--- src/rtl/cpu_loader_pkg.sv ---
// Shared definitions for the boot-time program loader: FSM states and the
// byte strides of the instruction and data memories.
package cpu_loader_pkg;

  typedef enum logic [2:0] {
    IDLE,
    I_HDR,
    I_LOAD,
    D_HDR,
    D_LO,
    D_HI,
    RUN,
    ERR
  } loader_state_e;

  localparam int IMEM_STRIDE = 4;
  localparam int DMEM_STRIDE = 8;

endpackage

--- src/rtl/cpu_program_loader.sv ---
// Boot-time loader: streams an instruction image and a data image into the
// cpu's external memory ports, then releases the cpu enable.
module cpu_program_loader
  import cpu_loader_pkg::*;
#(
  parameter int IMEM_WORDS = 512,
  parameter int DMEM_WORDS = 1024
) (
  input  logic        clk,
  input  logic        rst,
  input  logic        start,
  input  logic        s_valid,
  input  logic [31:0] s_data,
  output logic        s_ready,
  output logic [63:0] addr_ext,
  output logic        wen_ext,
  output logic [31:0] wdata_ext,
  output logic [63:0] addr_ext_2,
  output logic        wen_ext_2,
  output logic [63:0] wdata_ext_2,
  output logic        cpu_enable,
  output logic        done,
  output logic        err
);

  // One extra bit so a header equal to the full depth still fits.
  localparam int IW = $clog2(IMEM_WORDS) + 1;
  localparam int DW = $clog2(DMEM_WORDS) + 1;

  loader_state_e state_q, state_d;

  logic [IW-1:0] n_q, i_q;
  logic [DW-1:0] m_q, j_q;
  logic [31:0]   lo_q;
  logic          xfer;
  logic          imem_wr;
  logic          dmem_wr;

  always_ff @(posedge clk) begin
    if (rst) begin
      state_q <= IDLE;
    end else begin
      state_q <= state_d;
    end
  end

  always_comb begin
    state_d = state_q;
    s_ready = 1'b0;
    imem_wr = 1'b0;
    dmem_wr = 1'b0;
    case (state_q)
      IDLE: begin
        if (start) state_d = I_HDR;
      end
      I_HDR: begin
        s_ready = 1'b1;
        if (s_valid) begin
          if (s_data > 32'(IMEM_WORDS)) state_d = ERR;
          else if (s_data == '0)        state_d = D_HDR;
          else                          state_d = I_LOAD;
        end
      end
      I_LOAD: begin
        s_ready = 1'b1;
        if (s_valid) begin
          imem_wr = 1'b1;
          if (i_q == n_q - IW'(1)) state_d = D_HDR;
        end
      end
      D_HDR: begin
        s_ready = 1'b1;
        if (s_valid) begin
          if (s_data > 32'(DMEM_WORDS)) state_d = ERR;
          else if (s_data == '0)        state_d = RUN;
          else                          state_d = D_LO;
        end
      end
      D_LO: begin
        s_ready = 1'b1;
        if (s_valid) state_d = D_HI;
      end
      D_HI: begin
        s_ready = 1'b1;
        if (s_valid) begin
          dmem_wr = 1'b1;
          if (j_q == m_q - DW'(1)) state_d = RUN;
          else                     state_d = D_LO;
        end
      end
      RUN:     state_d = RUN;
      ERR:     state_d = ERR;
      default: state_d = IDLE;
    endcase
  end

  assign xfer = s_valid & s_ready;

  // Memory writes are registered: each accepted word appears on the bus one
  // cycle later as a single-cycle enable pulse; the buses hold between writes.
  always_ff @(posedge clk) begin
    if (rst) begin
      n_q         <= '0;
      i_q         <= '0;
      m_q         <= '0;
      j_q         <= '0;
      lo_q        <= '0;
      addr_ext    <= '0;
      wen_ext     <= 1'b0;
      wdata_ext   <= '0;
      addr_ext_2  <= '0;
      wen_ext_2   <= 1'b0;
      wdata_ext_2 <= '0;
    end else begin
      wen_ext   <= imem_wr;
      wen_ext_2 <= dmem_wr;
      if (state_q == I_HDR && xfer) begin
        n_q <= s_data[IW-1:0];
        i_q <= '0;
      end
      if (imem_wr) begin
        addr_ext  <= 64'(i_q) * 64'(IMEM_STRIDE);
        wdata_ext <= s_data;
        i_q       <= i_q + IW'(1);
      end
      if (state_q == D_HDR && xfer) begin
        m_q <= s_data[DW-1:0];
        j_q <= '0;
      end
      if (state_q == D_LO && xfer) begin
        lo_q <= s_data;
      end
      if (dmem_wr) begin
        addr_ext_2  <= 64'(j_q) * 64'(DMEM_STRIDE);
        wdata_ext_2 <= {s_data, lo_q};
        j_q         <= j_q + DW'(1);
      end
    end
  end

  // RUN is entered on the edge that also launches the final DMEM pulse, so the
  // enable is held off while that pulse is still on the bus.
  assign cpu_enable = (state_q == RUN) && !wen_ext_2;
  assign done       = cpu_enable;
  assign err        = (state_q == ERR);

endmodule

--- config.mk ---
export PLATFORM = sky130hd
export DESIGN_NAME = cpu_program_loader
export DESIGN_NICKNAME = d
export VERILOG_FILES = /design/src/rtl/cpu_loader_pkg.sv /design/src/rtl/cpu_program_loader.sv
export SDC_FILE = /design/constraint.sdc
export NUM_CORES = 1
export LEC_CHECK = 0
export BUFFER_PORTS_ARGS = -buffer_cell sky130_fd_sc_hd__buf_2
export CORE_MARGIN = 4
export CORE_UTILIZATION = 40
export CTS_CLUSTER_SIZE = 40
export DETAILED_ROUTE_END_ITERATION = 16
export GPL_TIMING_DRIVEN = 0
export MAX_ROUTING_LAYER = met4
export PLACE_DENSITY_LB_ADDON = 0.3
export SYNTH_ARGS = -nofsm -noshare
export SYNTH_HDL_FRONTEND = slang
export SYNTH_SLANG_ARGS = --single-unit
--- constraint.sdc ---
create_clock -name clk -period 3.8 [get_ports clk]
set_input_delay 0.19 -clock clk [delete_from_list [all_inputs] [get_ports clk]]
set_output_delay 0.19 -clock clk [all_outputs]
set_load 0.02 [all_outputs]
==> flow_metrics.env, run 1 <==
export IMPL_postCtsHoldBufs=0
export IMPL_worst_slew_pin_slew_ns=0.823
export IMPL_drtIter0Drc=546
export IMPL_synthArstFlopShare_pct=0
export IMPL_final_antenna_net_count=0
export IMPL_cp_slowest_stage_delay_ns=0.56
export IMPL_period_needed_ns=2.54
export IMPL_port_buffers=155
export IMPL_powerDensity_nw_per_um2=442
export IMPL_synth_seq_cells=196
export IMPL_ys_seq_area_share_pct=45.1
export IMPL_combPwrFrac_pct=16.0
export IMPL_cp_start_kind="register"
export IMPL_vias=8259
export IMPL_clockBufferDepth=2
export IMPL_hold_viol=0
export IMPL_reg2reg_depth=7
export IMPL_wirelength_mm=26.6
export IMPL_cts_resized=0
export IMPL_fmax_mhz=393
export IMPL_skew_ns=0.0112
export IMPL_crit_top_cell="clkbuf_1"
export IMPL_path_buf_inv=4
export IMPL_cts_setup_buffers=0
export IMPL_tns_ns=0
export IMPL_critical_path_class="reg2reg"
export IMPL_seq_power_share_pct=45.2
export IMPL_hold_depth=3
export IMPL_clk_pin_slew_ns=0.07
export IMPL_endpoint_kind="register"
export IMPL_synth_area_um2=8710
export IMPL_avgViaCountPerCell=4.82
export IMPL_cp_top_family="buffers and inverters"
export IMPL_antenna_found_initial=0
export IMPL_n_antenna_cell=0
export IMPL_p_int_mw=3.38
export IMPL_cts_inserted_buffers=17
export IMPL_cts_tree="yes"
export IMPL_fill_cells=2178
export IMPL_synth_edf_count=0
export IMPL_htree_levels=4
export IMPL_grt_pass1_wl_mm=40.5
export IMPL_drive_gt1_share_pct=21.3
export IMPL_clockPowerShare_pct=38.9
export IMPL_power_switching_mw=1.41
export IMPL_post_dp_hpwl_mm=20.0
export IMPL_maxSlewViolCount=0
export IMPL_cp_cell_sequence="clkbuf_1, and4b_1, clkbuf_1, clkbuf_1, clkbuf_1, nand2_1, a21oi_1"
export IMPL_cp_max_fo=10
export IMPL_grt_pass1_vias=7440
export IMPL_drc_errors=0
export IMPL_swShare_pct=29.5
export IMPL_maxSlewHeadroom_pct=45.1
export IMPL_synth_warnings=0
export IMPL_ys_flop_type="dfxtp_1"
export IMPL_dieHeight_um=156
export IMPL_grtUsageTotal_pct=21.9
export IMPL_critPathArrivalTime_ns=2.91
export IMPL_die_area_um2=24200
export IMPL_syn_area_per_cell_um2=7.61
export IMPL_rows=53
export IMPL_cp_num_cells=7
export IMPL_core_um2=21200
export IMPL_firstDrtPassIters=5
export IMPL_slowest_stage="clkbuf_1"
export IMPL_cts_sinks=196
export IMPL_period_share_pct=66.9
export IMPL_outcome="completed"
export IMPL_nets=1465
export IMPL_wl_per_cell_um=15.5
export IMPL_syn_to_final_growth_pct=24.4
export IMPL_cap_violations=0
export IMPL_die_width_um=156
export IMPL_vdd_ir_drop_max_v=0.000315
export IMPL_rsz0062_at_grt="false"
export IMPL_crit_required_ns=4.16
export IMPL_gp_congestion=0.951
export IMPL_insertion_delay_ns=0.44
export IMPL_start_util_pct=41.0
export IMPL_root_buffer="clkbuf_16"
export IMPL_min_path_type="in2reg"
export IMPL_grt_overflow=0
export IMPL_setup_violations_final=0
export IMPL_grt_start_max_net_pins=19
export IMPL_syn_inst=1145
export IMPL_holdWs_ns=0.0332
export IMPL_ys_types=51
export IMPL_pin_count=266
export IMPL_p_leak_nw=4.60
==> cell families (layout without fill, tap and decap cells) <==
| family | Yosys count | in the layout | synth area share, % |
|---|---|---|---|
| and+or+nand+nor | 481 | 481 | 23.0 |
| AOI/OAI and AO/OA | 241 | 241 | 15.1 |
| DFF | 196 | 196 | 45.1 |
| buffers and inverters | 193 | 380 | 13.1 |
| xor gates and xnor gates | 23 | 23 | 2.31 |
| muxes | 6 | 6 | 0.747 |
| adders and majority gates | 4 | 4 | 0.575 |
| other | 1 | 107 | 0.0431 |
==> layer usage <==
layer	track usage, %	wire length (µm)	up-vias
li1	-	-	4137
met1	29.8	12000	3771
met2	32.7	11900	304
met5	-	0	-
met4	6.84	703	0
met3	4.72	1990	47
==> Yosys cell counts, drive strengths merged (12+ instances only) <==
cell / number / area [µm²]
a21oi: 192 / 961
inv: 12 / 45.0
nand3: 16 / 80.1
o21ai: 14 / 70.1
nand2: 360 / 1350
dfxtp: 196 / 3920
nor3: 13 / 65.1
nor4: 12 / 75.1
xnor2: 12 / 105
nor2: 40 / 150
buf: 113 / 841
clkbuf: 68 / 255
==> layout by cell type, fill, tap and decap left out, types with 3 or more instances in the layout <==
cell	Yosys	final
a21oi_1	192	192
a22oi_1	3	3
buf_4	108	108
mux2_2	4	4
clkbuf_1	68	68
xor2_1	11	11
dfxtp_1	196	196
inv_1	12	12
a31oi_1	10	10
or4_1	3	3
nor4_1	12	12
nor2b_1	3	3
ha_1	4	4
nand2b_1	4	4
conb_1	1	107
or3_1	6	6
and4b_1	4	4
nor3_1	13	13
nand2_1	360	360
clkbuf_16	0	17
buf_2	3	158
xnor2_1	12	12
inv_6	0	5
nand3_1	16	16
nand3b_1	6	6
o21ai_0	14	14
nor2_1	40	40
and3_1	6	6
==> flip-flops by register name, summed over array words and instances, names as in the netlist, 11 cells and up <==
name         count
wdata_ext_2     64
lo_q            32
wdata_ext       32
addr_ext_2      11
j_q             11
m_q             11
==> final timing paths <==
| check | slack [ns] | endpoint | from |
|---|---|---|---|
| hold reg to reg | 0.45 | wdata_ext_2[7] | wdata_ext_2[7] |
| setup / recovery | 1.26 | addr_ext_2[9] | state_q[2] |
| setup reg to reg | 1.26 | addr_ext_2[9] | state_q[2] |
| hold / removal | 0.03 | wdata_ext_2[50] | s_data[18] |
==> stage by stage <==
step	setup slack (ns)	cells	total power, mW	utilization, %	cell area (µm²)
2_1_floorplan	1.49	1251	2.75	-	9110
3_3_place_gp	1.32	1681	2.96	48.2	10200
3_5_place_dp	1.29	1681	2.96	48.2	10200
4_1_cts	1.28	1713	4.80	51.0	10800
5_1_grt	1.04	1713	4.97	51.0	10800
6_report	1.26	1713	4.79	51.0	10800
==> power groups by stage <==
stage               Clock [mW]  Combinational (mW)  Sequential (mW)
floorplan                    0               0.518             2.23
global placement             0               0.751             2.21
detailed placement           0               0.755             2.21
global route              1.96               0.842             2.17
CTS                       1.88               0.757             2.16
finish                    1.86               0.764             2.16
==> worst reg2reg max path, delay by kind of cell (launching register included) <==
family                 cells  cell delay (ns)
AOI/OAI and AO/OA          1             0.14
buffers and inverters      4             1.65
and+or+nand+nor            2             0.38
DFF                        1             0.31
==> area by class of cell <==
class | count | area [µm²] | share of cell area, %
multi-input combinational | 862 | 4040 | 37.3
sequential | 196 | 3920 | 36.2
buffer | 181 | 1100 | 10.1
timing repair buffer | 155 | 776 | 7.16
clock buffer | 18 | 439 | 4.06
tap | 275 | 344 | 3.18
clock inverter | 14 | 164 | 1.51
inverter | 12 | 45.0 | 0.416
(Power assumes the default switching activity.)
==> inputs of run 2 (changes only) <==
==> constraint.sdc (replaced) <==
create_clock -name clk -period 2.5 [get_ports clk]
set_input_delay 0.125 -clock clk [delete_from_list [all_inputs] [get_ports clk]]
set_output_delay 0.125 -clock clk [all_outputs]
set_load 0.02 [all_outputs]
==> run 2 against run 1 <==
Against the previous run:
- first-iteration DRC count fell by 0.55%
- final cell count up 1.1%
- total power is 53% higher
- utilization increased by 1.2 points
- clock skew is 0.00052 ns higher
- largest cell class unchanged
- combinational power up 57%
- sequential share of layout area is 0.78 points lower
- sequential power grew 52%
- via count is 1.3% higher
- worst setup slack got worse by 1.1 ns
- count of clock-buffer cells in the layout stayed put
==> flow_metrics.env, run 2 (synthesized netlist as in run 1, its figures left out) <==
export IMPL_cp_slowest_stage_delay_ns=0.49
export IMPL_vias=8370
export IMPL_cap_violations=0
export IMPL_gp_congestion=0.951
export IMPL_rsz0062_at_grt="false"
export IMPL_die_area_um2=24200
export IMPL_cp_max_fo=6
export IMPL_clockPowerShare_pct=38.6
export IMPL_largest_register="wdata_ext_2"
export IMPL_root_buffer="clkbuf_16"
export IMPL_critPathArrivalTime_ns=2.74
export IMPL_syn_to_final_growth_pct=27.2
export IMPL_min_path_type="in2reg"
export IMPL_antenna_found_initial=0
export IMPL_wirelength_mm=26.8
export IMPL_insertion_delay_ns=0.44
export IMPL_slowest_stage="or4b_1"
export IMPL_hp_start="s_data[0]"
export IMPL_cp_startpoint="m_q[0]"
export IMPL_port_buffers=155
export IMPL_grt_start_max_net_pins=19
export IMPL_r2r_start="m_q[0]"
export IMPL_grt_pass1_vias=7642
export IMPL_endpoint_kind="register"
export IMPL_powerDensity_nw_per_um2=661
export IMPL_maxSlewHeadroom_pct=45.5
export IMPL_final_antenna_net_count=0
export IMPL_avgViaCountPerCell=4.83
export IMPL_outcome="completed"
export IMPL_htree_levels=4
export IMPL_p_leak_nw=4.71
export IMPL_cts_setup_buffers=0
export IMPL_critical_path_class="reg2reg"
export IMPL_core_um2=21200
export IMPL_fill_cells=2151
export IMPL_crit_required_ns=2.87
export IMPL_clockBufferDepth=2
export IMPL_drc_errors=0
export IMPL_final_common_cell="nand2_1"
export IMPL_maxSlewViolCount=0
export IMPL_clk_pin_slew_ns=0.08
export IMPL_skew_ns=0.0117
export IMPL_cts_sinks=196
export IMPL_cts_inserted_buffers=17
export IMPL_fmax_mhz=421
export IMPL_post_dp_hpwl_mm=20.0
export IMPL_nets=1484
export IMPL_period_needed_ns=2.37
export IMPL_combPwrFrac_pct=16.3
export IMPL_cts_tree="yes"
export IMPL_wl_per_cell_um=15.5
export IMPL_drtIter0Drc=543
export IMPL_dieHeight_um=156
export IMPL_setup_violations_final=0
export IMPL_path_buf_inv=2
export IMPL_cp_cell_sequence="inv_2, ha_4, or4b_1, buf_4, or4b_1, a31oi_1, a21o_1, a31oi_2, a211oi_2"
export IMPL_fin_ws_ns=0.127
export IMPL_design_area_um2=11100
export IMPL_start_util_pct=41.0
export IMPL_top_regs="wdata_ext_2 (64), lo_q (32), wdata_ext (32)"
export IMPL_grtUsageTotal_pct=22.3
export IMPL_die_width_um=156
export IMPL_largest_reg_flops=64
export IMPL_rows=53
export IMPL_drive_gt1_share_pct=21.8
export IMPL_n_antenna_cell=0
export IMPL_swShare_pct=29.5
export IMPL_place_area_um2=10200
export IMPL_cp_top_family="simple AND/OR/NAND/NOR gates"
export IMPL_period_share_pct=94.9
export IMPL_cp_start_kind="register"
export IMPL_dp_slack_ns=-0.00750
export IMPL_seq_power_share_pct=45.0
export IMPL_p_int_mw=5.16
export IMPL_grt_pass1_wl_mm=41.3
export IMPL_hold_viol=0
export IMPL_worst_slew_pin_slew_ns=0.817
export IMPL_final_cell_mix="nand2_1 (360), dfxtp_1 (194), a21oi_1 (192), buf_2 (157), buf_4 (109)"
export IMPL_pin_count=266
export IMPL_crit_top_cell="or4b_1"
export IMPL_power_switching_mw=2.16
export IMPL_firstDrtPassIters=4
export IMPL_grt_overflow=0
export IMPL_vdd_ir_drop_max_v=0.000483
run 2: path summary, 6_finish.rpt:
kind | slack (ns) | endpoint | depth (start not counted)
min reg2reg | 0.45 | wdata_ext_2[7] | 2
max reg2reg | 0.13 | state_q[1] | 9
min | 0.02 | m_q[0] | 3
max | 0.13 | state_q[1] | 9
run 2: layout make-up:
cell class              count  area (µm²)  area share [%]
well taps                 275         344            3.11
plain buffers             179        1090            9.88
flip-flops and latches    196        3930            35.4
clock buffers              18         439            3.97
multi-input cells         862        4080            36.8
clock inverters            14         164            1.48
repair buffers            176         986            8.90
inverters                  12        45.0           0.407
run 2: timing repair:
item | CTS | global route
pin swaps | 0 | 3
resized for setup | 1 | 17
hold buffers | 21 | 0
endpoints found under the hold margin | 62 | 0
setup endpoints to repair | 1 | 71
run 2: routing by layer:
metal  GRT usage [%]  wire, µm
met3            4.83      2240
met4            7.38       809
met5               -         0
met1            30.0     11800
met2            33.4     12000
run 2: power by group through the flow:
stage | Combinational [mW] | Sequential, mW | Clock, mW
final | 1.20 | 3.29 | 2.83
after global routing | 1.31 | 3.30 | 2.98
after CTS | 1.18 | 3.29 | 2.86
after detailed placement | 1.15 | 3.36 | 0
after global placement | 1.14 | 3.36 | 0
after floorplan | 0.787 | 3.40 | 0
run 2: worst register-to-register path, delay by kind of cell (launching register included):
kind	cells	cell delay (ns)
and+or+nand+nor	2	0.92
DFF	1	0.34
buffers and inverters	2	0.24
adders and majority gates	1	0.16
AOI/OAI and AO/OA	4	0.63
run 2: metrics by stage:
step | total power, mW | std cells | utilization (%) | hold slack, ns | TNS, ns
finish | 7.32 | 1732 | 52.2 | 0.0158 | 0
global route | 7.60 | 1732 | 52.2 | 0.0183 | 0
CTS | 7.32 | 1734 | 52.0 | 0.00692 | 0
detailed placement | 4.50 | 1681 | 48.2 | 0.415 | -0.00750
global placement | 4.50 | 1681 | 48.2 | 0.409 | 0
floorplan | 4.18 | 1251 | - | 0.261 | 0
